**src/rtl/glip_cypressfx3_write_scheduler.sv**
```systemverilog
// FPGA->host scheduler for the FX3 slave-FIFO port: drains the CDC FIFO into EP-IN,
// arbitrates the shared bus with the read path and flushes short packets with PKTEND.
module glip_cypressfx3_write_scheduler #(
  parameter logic [1:0] FIFO_ADDR          = 2'b00,
  parameter int         PKT_WORDS          = 512,
  parameter int         FORCE_SEND_TIMEOUT = 10000,
  parameter int         ADDR_SETUP         = 2
) (
  input  logic        clk,
  input  logic        rst,
  input  logic        src_valid,
  output logic        src_ready,
  input  logic [15:0] src_data,
  input  logic        fx3_full,
  input  logic        fx3_almost_full,
  output logic        bus_req,
  input  logic        bus_gnt,
  output logic        fx3_wr,
  output logic        fx3_pktend,
  output logic [1:0]  fx3_addr,
  output logic [15:0] fx3_dq_out,
  output logic        fx3_dq_oe
);

  localparam int PW = $clog2(PKT_WORDS);
  localparam int IW = $clog2(FORCE_SEND_TIMEOUT + 1);
  localparam int SW = (ADDR_SETUP > 1) ? $clog2(ADDR_SETUP) : 1;

  localparam logic [PW-1:0] PKT_LAST   = PW'(PKT_WORDS - 1);
  localparam logic [IW-1:0] IDLE_TRIG  = IW'(FORCE_SEND_TIMEOUT - 1);
  localparam logic [IW-1:0] IDLE_MAX   = IW'(FORCE_SEND_TIMEOUT);
  localparam logic [SW-1:0] SETUP_LAST = SW'(ADDR_SETUP - 1);

  typedef enum logic [2:0] {
    S_IDLE, S_REQ, S_ADDR, S_WRITE, S_PKTEND, S_DONE
  } state_t;

  state_t        state_q, state_d;
  logic [PW-1:0] pkt_cnt_q, pkt_cnt_d;
  logic [IW-1:0] idle_cnt_q, idle_cnt_d;
  logic [SW-1:0] setup_cnt_q, setup_cnt_d;
  logic          flush_q, flush_d;
  logic          fx3_wr_q, fx3_wr_d;
  logic          fx3_pktend_q, fx3_pktend_d;
  logic [1:0]    fx3_addr_q, fx3_addr_d;
  logic [15:0]   fx3_dq_q, fx3_dq_d;

  always_comb begin
    state_d      = state_q;
    pkt_cnt_d    = pkt_cnt_q;
    idle_cnt_d   = '0;
    setup_cnt_d  = setup_cnt_q;
    flush_d      = flush_q;
    fx3_wr_d     = 1'b0;
    fx3_pktend_d = 1'b0;
    fx3_addr_d   = fx3_addr_q;
    fx3_dq_d     = fx3_dq_q;
    src_ready    = 1'b0;
    bus_req      = 1'b0;

    case (state_q)
      S_IDLE: begin
        if (pkt_cnt_q != '0 && !src_valid)
          idle_cnt_d = (idle_cnt_q == IDLE_MAX) ? idle_cnt_q : idle_cnt_q + IW'(1);
        // Pending data wins over a timeout flush on the same cycle.
        if (src_valid && !fx3_full) begin
          state_d = S_REQ;
          flush_d = 1'b0;
        end else if (idle_cnt_q == IDLE_TRIG && pkt_cnt_q != '0) begin
          state_d = S_REQ;
          flush_d = 1'b1;
        end
      end
      S_REQ: begin
        bus_req = 1'b1;
        if (bus_gnt) begin
          fx3_addr_d  = FIFO_ADDR;
          setup_cnt_d = '0;
          state_d     = S_ADDR;
        end
      end
      S_ADDR: begin
        bus_req = 1'b1;
        if (!bus_gnt) begin
          state_d = S_DONE;
        end else if (setup_cnt_q == SETUP_LAST) begin
          if (!flush_q)              state_d = S_WRITE;
          else if (pkt_cnt_q != '0)  state_d = S_PKTEND;
          else                       state_d = S_DONE;
        end else begin
          setup_cnt_d = setup_cnt_q + SW'(1);
        end
      end
      S_WRITE: begin
        bus_req   = 1'b1;
        src_ready = src_valid && bus_gnt && !fx3_almost_full && !fx3_full;
        if (src_ready) begin
          fx3_wr_d  = 1'b1;
          fx3_dq_d  = src_data;
          pkt_cnt_d = (pkt_cnt_q == PKT_LAST) ? '0 : pkt_cnt_q + PW'(1);
        end else begin
          state_d = S_DONE;
        end
      end
      S_PKTEND: begin
        bus_req      = 1'b1;
        fx3_pktend_d = 1'b1;
        pkt_cnt_d    = '0;
        flush_d      = 1'b0;
        state_d      = S_DONE;
      end
      S_DONE: begin
        // Turnaround cycle: bus released before the read path may drive it.
        state_d = S_IDLE;
      end
      default: state_d = S_IDLE;
    endcase
  end

  always_ff @(posedge clk or posedge rst) begin
    if (rst) begin
      state_q      <= S_IDLE;
      pkt_cnt_q    <= '0;
      idle_cnt_q   <= '0;
      setup_cnt_q  <= '0;
      flush_q      <= 1'b0;
      fx3_wr_q     <= 1'b0;
      fx3_pktend_q <= 1'b0;
      fx3_addr_q   <= '0;
      fx3_dq_q     <= '0;
    end else begin
      state_q      <= state_d;
      pkt_cnt_q    <= pkt_cnt_d;
      idle_cnt_q   <= idle_cnt_d;
      setup_cnt_q  <= setup_cnt_d;
      flush_q      <= flush_d;
      fx3_wr_q     <= fx3_wr_d;
      fx3_pktend_q <= fx3_pktend_d;
      fx3_addr_q   <= fx3_addr_d;
      fx3_dq_q     <= fx3_dq_d;
    end
  end

  assign fx3_wr     = fx3_wr_q;
  assign fx3_dq_oe  = fx3_wr_q;
  assign fx3_pktend = fx3_pktend_q;
  assign fx3_addr   = fx3_addr_q;
  assign fx3_dq_out = fx3_dq_q;

endmodule
```
**config.mk**
```make
export PLATFORM = sky130hd
export DESIGN_NAME = glip_cypressfx3_write_scheduler
export DESIGN_NICKNAME = d
export VERILOG_FILES = /design/src/rtl/glip_cypressfx3_write_scheduler.sv
export SDC_FILE = /design/constraint.sdc
export NUM_CORES = 1
export LEC_CHECK = 0
export CORE_ASPECT_RATIO = 1.1
export CORE_MARGIN = 3
export CORE_UTILIZATION = 45
export CTS_CLUSTER_SIZE = 40
export DETAILED_ROUTE_END_ITERATION = 10
export PLACE_DENSITY = 0.85
export SLEW_MARGIN = 20
export SYNTH_ARGS = -nofsm -noshare
export SYNTH_HDL_FRONTEND = slang
export SYNTH_SLANG_ARGS = --single-unit
```
**constraint.sdc**
```tcl
create_clock -name clk -period 1.9 [get_ports clk]
set_input_delay 0.19 -clock clk [delete_from_list [all_inputs] [get_ports clk]]
set_output_delay 0.19 -clock clk [all_outputs]
set_load 0.01 [all_outputs]
```
Word-level counts from Yosys, hierarchy flattened

Index checks and enable logic that the tools add are counted.

Output and inout port bits: 23
ROM bits: 0
Memories kept: 0
Bits in latches: 0
Flip-flop bits (word level): 46
Bits in writable memories: 0
Input bits: 22

Div/mod/pow operators: 0
$add $sub $neg: 3
Multiplexer cells: 27
Multiply operators: 0
Bitwise logic cells: 0
Eq/ne operators: 14
Reductions and logical operators: 20
Shifts and indexed selects: 0
$lt $le $gt $ge: 0

Operators by type and width:

| kind                                                                   | number |
|---|---|
| 14-bit 2-to-1 mux                                                      | 3 |
| 14-bit equality test (second input constant)                           | 2 |
| 3-bit 2-to-1 mux                                                       | 7 |
| 9-bit 2-to-1 mux                                                       | 2 |
| 9-bit one-hot mux with 2 select lines                                  | 1 |
| 3-bit one-hot mux with 5 select lines                                  | 1 |
| 14-bit by 1-bit adder with 14-bit output (second input constant)       | 1 |
| 1-bit 2-to-1 mux                                                       | 11 |
| 9-bit by 1-bit adder with 9-bit output (second input constant)         | 1 |
| 9-bit equality test (second input constant)                            | 1 |
| 3-bit != test (second input constant)                                  | 3 |
| 9-bit nonzero test                                                     | 1 |
| 2-bit != test (second input constant)                                  | 4 |
| 3-bit by 2-bit equality test with 1-bit output (second input constant) | 2 |
| 1-bit logical AND                                                      | 6 |
| 2-bit AND reduction                                                    | 3 |
| 2-bit nonzero test                                                     | 3 |
| 1-bit one-hot mux with 2 select lines                                  | 2 |
| 4-bit AND reduction                                                    | 1 |
| 4-bit OR reduction                                                     | 1 |
| 3-bit by 1-bit equality test with 1-bit output (second input constant) | 1 |
| 3-bit equality test (second input constant)                            | 1 |
| 1-bit logical NOT                                                      | 3 |
| 3-bit logical NOT                                                      | 1 |
| other kinds (2)                                                        | 2 |

Logic depth before layout (Yosys ltp)

Depth in word-level cells: 6
Gate-level depth with buffers: 8
Mapped depth without buffers: 8

Worst setup path before layout

Ideal clock, no wire load.

Kind: register to register
Start: register pkt_cnt_q[0]
End: register pkt_cnt_q[6]
Setup time: 0.077 ns
Stages on the path, launching flop included: 8
Setup slack: -0.198 ns
Period minus slack after synthesis: 2.098 ns
Buffers on the path: 0
Data required time: 1.823 ns
Arrival time: 2.020 ns
Cell sequence: dfrtp_1 ha_1 and3_1 and3_1 and3_1 ha_1 or4b_1 a21oi_1

Word-level cells in the longest chain between the ends: 4

RTL lines:

| item                                                                                 | RTL line | RTL |
|---|---|---|
| start, declared                                                                      | 39       | `logic [PW-1:0] pkt_cnt_q, pkt_cnt_d;` |
| start signal, assigned                                                               | 133      | `pkt_cnt_q <= pkt_cnt_d;` |
| 9-bit by 1-bit adder with 9-bit output / 9-bit equality test (equally long branches) | 100      | `pkt_cnt_d = (pkt_cnt_q == PKT_LAST) ? '0 : pkt_cnt_q + PW'(1);` |
| 9-bit 2-to-1 mux *                                                                   | 100      |  |
| 9-bit 2-to-1 mux *                                                                   | 97       | `if (src_ready) begin` |
| 9-bit one-hot mux with 2 select lines *                                              | 61       | `case (state_q)` |

Mark *: on every way between the ends. The rest lies on a longest branch, timed or not. The select of a mux whose other input is x is not followed.
A chain may end at the register's enable or synchronous reset.

Worst setup path after layout

Start: register pkt_cnt_q[0]
End: register pkt_cnt_q[2]

Same word-level chain as after synthesis.

==> reports/results.txt <==
Arrival @ worst endpoint = 2220 ps
Number of flops mapped to enable cells by yosys = 0
RSZ-0062 raised after global routing = yes
Initial Util = 47.91%
CTS tree = yes
Largest area contributor in the netlist = dfrtp_1
Drt drc = 0
Top cells by area, synth = dfrtp_1 (50%), nand2_1 (10%), xnor2_1 (3.4%), nor2_1 (3.3%), a21oi_1 (2.8%)
DR iter-0 viols = 98
WL/cell = 14.11 um
Most frequent cells in the layout = nand2_1 (61), dfrtp_1 (45), clkdlybuf4s50_1 (41), buf_4 (21), nor2_1 (20)
Final worst path period need = 1991 ps
CTS root buf = clkbuf_8
# H-tree levels = 2
Wirelength, routed = 5137 um
Via count = 1968
Setup WS post-layout = -91.05 ps
WS Path Type = register to register
FILL cells = 373
Number of diodes = 0
Maxcap violations = 0
Post-detail-place hpwl = 3698 um
Violated checks = negative setup slack
Worst min path class = primary input to asynchronous set/reset pin
CTS clk-pin slew, worst paths = 90 ps
Multi-input gate area = 1095 um^2
Ys async rst share = 100.0%
Register area = 1152 um^2
Final #Nets = 334
Yosys reg bits = 46
Synth cell types = 49
Die X = 74.03 um
Row cnt = 26
Cell area after synthesis = 2291 um^2
Placer Congestion = 0.8355
CP most frequent cell = and3_4
Antenna violations before repair = 0
Worst-path fanout max = 7
Power Dens Cells = 938.1 nW/um^2
Core footprint = 4782 um^2
Later-pin clock latency in the skew report = 310 ps
WP data required = 2130 ps
Syn Inst Count = 245
Vias in the first global route = 1908
Layout cells sized above 1 = 16.56%
Main synth FF type = dfrtp_1
Warnings from Yosys = 0
CTS Buf Count = 5
Via/cell ratio = 5.407
Setup violators final = 5
IO buf count = 42
Drt pass-1 iters = 4
Critical Path Source Type = register
Share of Yosys cell area claimed by the top area cell type = 50.25%
Count of pins over their slew limit = 0
Crit path capture type = register
Max Clock Freq = 502.2 MHz
Final hold viol count = 0
Slowest CP cell = or4b_4
Cts hold-fix bufs = 0
P_leak = 1.412 nW
Area delta synth->final = 32.82%
Sequential fraction of the synthesis area = 50.25%
Tcrit/Tclk final = 104.8%
Remaining antenna violation count after routing = 0
Commonest non-fill, non-tap cell in the layout = nand2_1
Largest net degree at the start of global routing = 30
Layout Utilization = 63.63%
Worst path max stage delay = 480 ps
CP cell instances = ha_2 -> and3_4 -> and3_4 -> and3_4 -> ha_4 -> or4b_4 -> a21oi_2
Clk sink count = 46
GRT Util Overall = 18.27%
First-pass GRT wire length = 8452 um
Total Neg Setup Slack = -287.9 ps
Max Root-Sink Buffers = 2
Die Y = 80.84 um
Outcome = finished, violations left
# IOs = 45
Grt total ovfl = 0
Buf/Inv on CP = 0
Area of the die = 5984 um^2
Skew final = 6.997 ps
Worst VDD drop = 0.5590 mV
Pre-CTS WS = -100.8 ps
Avg Inst Size Synth = 9.351 um^2
CP top delay family = simple AND/OR/NAND/NOR gates
-- area by class of cell --
class,instances,area share (%)
well taps,56,2.303
inverters,9,1.110
clock buffers,7,2.837
clock inverters,1,0.1645
flip-flops and latches,46,37.87
multi-input cells,181,35.98
repair buffers,64,19.74
-- cell families (layout without fill, tap and decap cells) --
kind of cell,Yosys count,count (layout),share of synthesized area [%]
AO/OA/AOI/OAI,31,31,8.029
XOR/XNOR,13,13,4.970
adder cells (fa/ha/maj),5,5,2.731
buffers and inverters,19,81,4.369
flip-flops,46,46,50.25
multiplexers,1,1,0.4369
other,1,2,0.1637
AND/OR/NAND/NOR,129,129,29.06
-- flip-flops by register name, indices dropped and copies added, names as in the netlist --
register / count
fx3_pktend: 1
idle_cnt_q: 14
fx3_dq_out: 16
state_q: 3
flush_q: 1
fx3_dq_oe: 1
setup_cnt_q: 1
pkt_cnt_q: 9
-- synth_stat cells, types with 2 or more instances --
master	n
nand2_1	61
dfrtp_1	46
nor2_1	20
a21oi_1	13
inv_1	9
xnor2_1	9
o21ai_0	8
and3_1	6
ha_1	5
or3_1	5
nand3_1	4
nand4_1	4
xor2_1	4
buf_4	3
clkbuf_1	3
nor3_1	3
nor4_1	3
or4b_1	3
a21o_1	2
a31oi_1	2
buf_2	2
buf_6	2
nor4b_1	2
-- power breakdown --
group          switching (mW)  internal, mW  total, mW
Combinational           0.435         0.540      0.975
Clock                   0.325         0.294      0.619
Sequential              0.107          1.15       1.26
-- worst paths after layout --
path	endpoint	slack (ps)	cells past startpoint	start
setup reg to reg	pkt_cnt_q[2]$_DFFE_PP0P_	-90	7	pkt_cnt_q[0]$_DFFE_PP0P_
setup / recovery	pkt_cnt_q[2]$_DFFE_PP0P_	-90	7	pkt_cnt_q[0]$_DFFE_PP0P_
hold reg to reg	fx3_dq_out[11]$_DFFE_PP0N_	480	2	fx3_dq_out[11]$_DFFE_PP0N_
hold / removal	fx3_pktend$_DFF_PP0_	180	2	rst
max in group asynchronous	fx3_dq_out[3]$_DFFE_PP0N_	1230	3	rst
min in group clk	fx3_dq_out[5]$_DFFE_PP0N_	400	3	src_data[5]
-- per-layer routing --
layer	up-vias	GRT usage (%)	wire length, um
met3	9	4.455	298
met4	0	6.159	74
met5	-	0	0
li1	953	-	-
met1	936	22.46	2145
met2	70	31.12	2619
-- metrics by stage --
step | cell area [um^2] | std cells | power (mW) | hold slack, ps
2_1_floorplan | 2325 | 246 | 1.743 | 295.4
3_3_place_gp | 2912 | 354 | 2.208 | 456.6
3_5_place_dp | 2912 | 354 | 2.237 | 462.4
4_1_cts | 3032 | 364 | 2.874 | 199.0
5_1_grt | 3043 | 364 | 3.026 | 231.5
6_report | 3043 | 364 | 2.855 | 182.1
-- worst reg2reg max path: cells and delay by family, from the launching register on --
family | cells | cell delay [ps]
AO/OA/AOI/OAI | 1 | 140
adder cells (fa/ha/maj) | 2 | 370
flip-flops | 1 | 400
AND/OR/NAND/NOR | 4 | 1000
-- repair_timing --
action / in CTS / in global routing
endpoints found under the setup margin: 5 / 6
gates resized for setup: 4 / 5
buffers inserted: 2 / 0
pin swaps: 7 / 1
Note: power is estimated with default switching activity, not from simulation.
